`config.mk`:
```
export PLATFORM = sky130hd
export DESIGN_NAME = seg7_scan_driver
export DESIGN_NICKNAME = d
export VERILOG_FILES = /design/src/rtl/seg7_scan_driver.sv
export SDC_FILE = /design/constraint.sdc
export NUM_CORES = 1
export LEC_CHECK = 0
export CAP_MARGIN = 20
export CELL_PAD_IN_SITES_DETAIL_PLACEMENT = 1
export CELL_PAD_IN_SITES_GLOBAL_PLACEMENT = 2
export CORE_MARGIN = 1
export CORE_UTILIZATION = 33
export CTS_CLUSTER_SIZE = 30
export DETAILED_ROUTE_END_ITERATION = 6
export PLACE_DENSITY_LB_ADDON = 0.1
export SLEW_MARGIN = 25
export SYNTH_ARGS = -nofsm -noshare
export SYNTH_HDL_FRONTEND = slang
export SYNTH_SLANG_ARGS = --single-unit
```
`constraint.sdc`:
```
create_clock -name clk -period 3.3 [get_ports clk]
set_clock_uncertainty 0.1 [all_clocks]
set_input_delay 0.66 -clock clk [delete_from_list [all_inputs] [get_ports clk]]
set_output_delay 0.66 -clock clk [all_outputs]
set_load 0.03 [all_outputs]
```
`src/rtl/seg7_scan_driver.sv`:
```
// Multiplexed seven-segment scan driver with tear-free frame commit,
// leading-zero blanking and per-digit blink.
module seg7_scan_driver #(
  parameter int DIGITS    = 4,
  parameter int SCAN_DIV  = 50000,
  parameter int BLINK_DIV = 64
) (
  input  logic                  clk,
  input  logic                  rst,
  input  logic                  load,
  input  logic [4*DIGITS-1:0]   value_in,
  input  logic [DIGITS-1:0]     dp_in,
  input  logic                  blank_lz,
  input  logic [DIGITS-1:0]     blink_en,
  output logic [6:0]            seg_out,
  output logic                  dp_out,
  output logic [DIGITS-1:0]     an_out,
  output logic                  load_ack,
  output logic                  frame_tick
);

  localparam int PW = (SCAN_DIV > 1) ? $clog2(SCAN_DIV) : 1;
  localparam int IW = (DIGITS > 1) ? $clog2(DIGITS) : 1;
  localparam int BW = (BLINK_DIV > 1) ? $clog2(BLINK_DIV) : 1;

  localparam logic [PW-1:0] PRE_TOP = PW'(SCAN_DIV - 1);
  localparam logic [IW-1:0] IDX_TOP = IW'(DIGITS - 1);
  localparam logic [BW-1:0] FRM_TOP = BW'(BLINK_DIV - 1);

  logic [PW-1:0]       presc;
  logic [IW-1:0]       idx;
  logic [BW-1:0]       fcnt;
  logic                phase;
  logic                pend_flag;
  logic [4*DIGITS-1:0] pend_val;
  logic [DIGITS-1:0]   pend_dp;
  logic [4*DIGITS-1:0] disp_val;
  logic [DIGITS-1:0]   disp_dp;

  logic                pre_wrap;
  logic                frame_end;
  logic [3:0]          nib;
  logic                dp_bit;
  logic                blk;
  logic                lz;
  logic                lz_zero;
  logic [DIGITS-1:0]   an_nxt;
  logic [6:0]          seg_nxt;
  logic                dp_nxt;

  function automatic logic [6:0] hex7(input logic [3:0] n);
    case (n)
      4'h0: hex7 = 7'h40;
      4'h1: hex7 = 7'h79;
      4'h2: hex7 = 7'h24;
      4'h3: hex7 = 7'h30;
      4'h4: hex7 = 7'h19;
      4'h5: hex7 = 7'h12;
      4'h6: hex7 = 7'h02;
      4'h7: hex7 = 7'h78;
      4'h8: hex7 = 7'h00;
      4'h9: hex7 = 7'h10;
      4'hA: hex7 = 7'h08;
      4'hB: hex7 = 7'h03;
      4'hC: hex7 = 7'h46;
      4'hD: hex7 = 7'h21;
      4'hE: hex7 = 7'h06;
      4'hF: hex7 = 7'h0E;
      default: hex7 = 7'h36;
    endcase
  endfunction

  assign pre_wrap  = (presc == PRE_TOP);
  assign frame_end = pre_wrap && (idx == IDX_TOP);

  // Walk from the top digit down so lz_zero means "this and all higher are 0".
  always_comb begin
    nib     = 4'h0;
    dp_bit  = 1'b0;
    blk     = 1'b0;
    lz      = 1'b0;
    lz_zero = 1'b1;
    an_nxt  = '1;
    for (int i = DIGITS - 1; i >= 0; i--) begin
      lz_zero = lz_zero && (disp_val[4*i +: 4] == 4'h0);
      if (idx == IW'(i)) begin
        nib       = disp_val[4*i +: 4];
        dp_bit    = disp_dp[i];
        blk       = blink_en[i];
        lz        = lz_zero && (i != 0);
        an_nxt[i] = 1'b0;
      end
    end
  end

  always_comb begin
    seg_nxt = hex7(nib);
    dp_nxt  = ~dp_bit;
    if (phase && blk) begin
      seg_nxt = 7'h7F;
      dp_nxt  = 1'b1;
    end else if (blank_lz && lz) begin
      seg_nxt = 7'h7F;
    end
  end

  always_ff @(posedge clk) begin
    if (!rst) begin
      presc      <= '0;
      idx        <= '0;
      fcnt       <= '0;
      phase      <= 1'b0;
      pend_flag  <= 1'b0;
      pend_val   <= '0;
      pend_dp    <= '0;
      disp_val   <= '0;
      disp_dp    <= '0;
      an_out     <= '1;
      seg_out    <= 7'h7F;
      dp_out     <= 1'b1;
      load_ack   <= 1'b0;
      frame_tick <= 1'b0;
    end else begin
      presc      <= pre_wrap ? '0 : presc + 1'b1;
      an_out     <= an_nxt;
      seg_out    <= seg_nxt;
      dp_out     <= dp_nxt;
      load_ack   <= load;
      frame_tick <= frame_end;
      if (pre_wrap)
        idx <= (idx == IDX_TOP) ? '0 : idx + 1'b1;
      if (frame_end) begin
        if (pend_flag) begin
          disp_val <= pend_val;
          disp_dp  <= pend_dp;
        end
        pend_flag <= 1'b0;
        fcnt      <= (fcnt == FRM_TOP) ? '0 : fcnt + 1'b1;
        if (fcnt == FRM_TOP)
          phase <= ~phase;
      end
      // A load on the commit edge wins the flag and waits a frame.
      if (load) begin
        pend_val  <= value_in;
        pend_dp   <= dp_in;
        pend_flag <= 1'b1;
      end
    end
  end

endmodule

```
==> impl_metrics.json <==
{
  "outcome": "finished, final reports clean",
  "ys_seq_area_share_pct": 46.13,
  "drv_slew": 0,
  "pin_count": 42,
  "cts_buffers": 9,
  "synthFlopType": "dfxtp_1",
  "rsz0062_at_grt": "no",
  "synth_cell_types": 47,
  "syn_area_um2": 3472,
  "max_freq_mhz": 369.3,
  "ys_seq_elements": 80,
  "synthCells": 401,
  "portBuffers": 41,
  "power_density_nw_per_um2": 443.8,
  "gr-total-overflow": 0,
  "finalSetupTns_ns": 0,
  "post_cts_buffers": 0,
  "clk_path_buf_depth": 2,
  "grt_first_pass_wirelength_mm": 14.35,
  "post_drt_wl_per_cell_um": 14.05,
  "avgSynthCellArea_um2": 8.659,
  "clock_latency_ns": 0.35,
  "worstPathRequired_ns": 3.39,
  "die_height_um": 104.6,
  "die_x_um": 104.6,
  "ys_warn_count": 0,
  "setup_slack_ns": 0.5921,
  "path_class": "register to register",
  "cp-end-kind": "register",
  "syn_nets": 441,
  "slowest_stage": "a21oi_1",
  "vias": 2808,
  "ant_nets": 0,
  "drc": 0,
  "h-tree-depth": 3,
  "root_buffer": "clkbuf_8",
  "clkTransAtPathRegs_ns": 0.08,
  "final_area_um2": 4214,
  "start_kind": "register",
  "period_needed_ns": 2.708,
  "cts-hold-fix-buffers": 0,
  "yosysTopAreaCellShare_pct": 46.13,
  "wirelength_mm": 8.119,
  "arrival_ns": 2.79,
  "globalplace.congestion": 0.7509,
  "drive_gt1_share_pct": 5.882,
  "viasPerCell": 4.858,
  "grt_pass1_vias": 2976,
  "cts_tree": "yes",
  "slowest_delay_ns": 0.44,
  "vdd_drop_max_uv": 205.1,
  "totalPowerFinal_mw": 1.870,
  "synthArstFlopShare_pct": 0,
  "timing.hold.ws_ns": 0.3607,
  "preCtsSetupSlack_ns": 0.5640,
  "yosysMostFrequentCell": "dfxtp_1",
  "yosysTopAreaCell": "dfxtp_1",
  "setup_viol": 0,
  "dp.cells": 562,
  "floorplan.die_area_um2": 10940,
  "fin_cells": 578,
  "relSlewSlack_pct": 53.07,
  "grtUsageTotal_pct": 16.30,
  "dpl_cell_area_um2": 4006,
  "layout.nets": 477,
  "dr.pass1.iters": 4,
  "synth.top_cells.by_count": "dfxtp_1, nand2_1, nor2_1, a21oi_1, mux2i_1",
  "synth.area.top_cells": "dfxtp_1, nand2_1, nor2_1, mux2i_1, a21oi_1",
  "critical_path_peak_fanout": 13,
  "worstPathCellList": "inv_1 -> ha_1 -> nor2b_1 -> a22oi_1 -> a21oi_1 -> inv_1 -> ha_1 -> nand2_1 -> o211ai_1 -> o311ai_0",
  "cts_resized": 0,
  "grt_max_degree": 23,
  "diodes": 0,
  "rows": 37,
  "cts.sinks": 80,
  "cap_viol_max_count": 0,
  "hp-class": "register to register",
  "synth_edf_count": 0,
  "p_leak_nw": 1.565,
  "start_util_pct": 33.78,
  "syn_to_final_growth_pct": 21.37,
  "drt_iter0_markers": 77,
  "core_um2": 10280,
  "hold_viol": 0,
  "antenna_found_initial": 0,
  "final_util_pct": 41.00,
  "hpwl_mm": 5.760,
  "tightest_slew_ns": 0.7023,
  "finalCritPeriodShare_pct": 82.06
}
==> path summary, 6_finish.rpt <==
check        startpoint         end  slack, ns  depth (start not counted)
min reg2reg  disp_dp[3]  disp_dp[3]       0.36                          2
max              idx[0]  seg_out[3]       0.59                         10
min          disp_dp[3]  disp_dp[3]       0.36                          2
max reg2reg      idx[0]  seg_out[3]       0.59                         10
==> cell usage in the layout (no fill, tap or decap), types with 4 or more instances in the layout <==
| master | n |
|---|---|
| nand2b_1 | 4 |
| xor2_1 | 8 |
| inv_1 | 14 |
| nand3_1 | 13 |
| nor2_1 | 57 |
| xnor2_1 | 7 |
| clkbuf_8 | 11 |
| mux2i_1 | 21 |
| nand2_1 | 67 |
| nand3b_1 | 4 |
| a21oi_1 | 32 |
| ha_1 | 12 |
| dfxtp_1 | 80 |
| clkdlybuf4s50_1 | 41 |
| buf_4 | 5 |
| o21ai_0 | 6 |
==> area by class of cell <==
type	instances	area, um2
Inverter	14	52.55
Multi-Input combinational cell	286	1734
Tap cell	136	170.2
Sequential cell	80	1602
Fill cell	1233	6063
Clock buffer	12	155.1
Clock inverter	4	52.55
Timing Repair Buffer	46	447.9
==> critical path: cells and delay by family, from the launching register on <==
family | cells | cell delay [ns]
AOI/OAI and AO/OA | 4 | 0.80
adders and majority gates | 2 | 0.69
buffers and inverters | 2 | 0.25
DFF | 1 | 0.38
and+or+nand+nor | 2 | 0.33
==> flip-flops by register name (all words and copies together), names as in the netlist <==
name,flops
load_ack,1
presc,16
idx,2
disp_val,16
pend_val,16
pend_flag,1
disp_dp,4
fcnt,6
dp_out,1
pend_dp,4
an_out,4
phase,1
frame_tick,1
seg_out,7
==> metal layers <==
metal  vias up  share of wire (%)  GRT usage (%)
li1       1431                  -              -
met1      1337                 48          20.16
met2        32                 49          28.71
met3         8                2.3          3.182
met4         0                1.1          4.527
met5         -                  0              0
==> where the power goes <==
| part | internal (mW) | total, mW | leakage (nW) | switching (mW) |
|---|---|---|---|---|
| logic | 0.0591 | 0.112 | 0.818 | 0.0527 |
| registers | 0.988 | 1.00 | 0.652 | 0.0124 |
| clock network | 0.391 | 0.758 | 0.0948 | 0.366 |
| total | 1.44 | 1.87 | 1.56 | 0.431 |
==> logic make-up after synthesis <==
| family | Yosys count | share of synthesized area [%] |
|---|---|---|
| buffers and inverters | 35 | 3.928 |
| and+or+nand+nor | 176 | 24.40 |
| DFF | 80 | 46.13 |
| xor gates and xnor gates | 15 | 3.784 |
| AOI/OAI and AO/OA | 61 | 11.06 |
| muxes | 22 | 6.378 |
| adders and majority gates | 12 | 4.324 |
(Power assumes the default switching activity.)
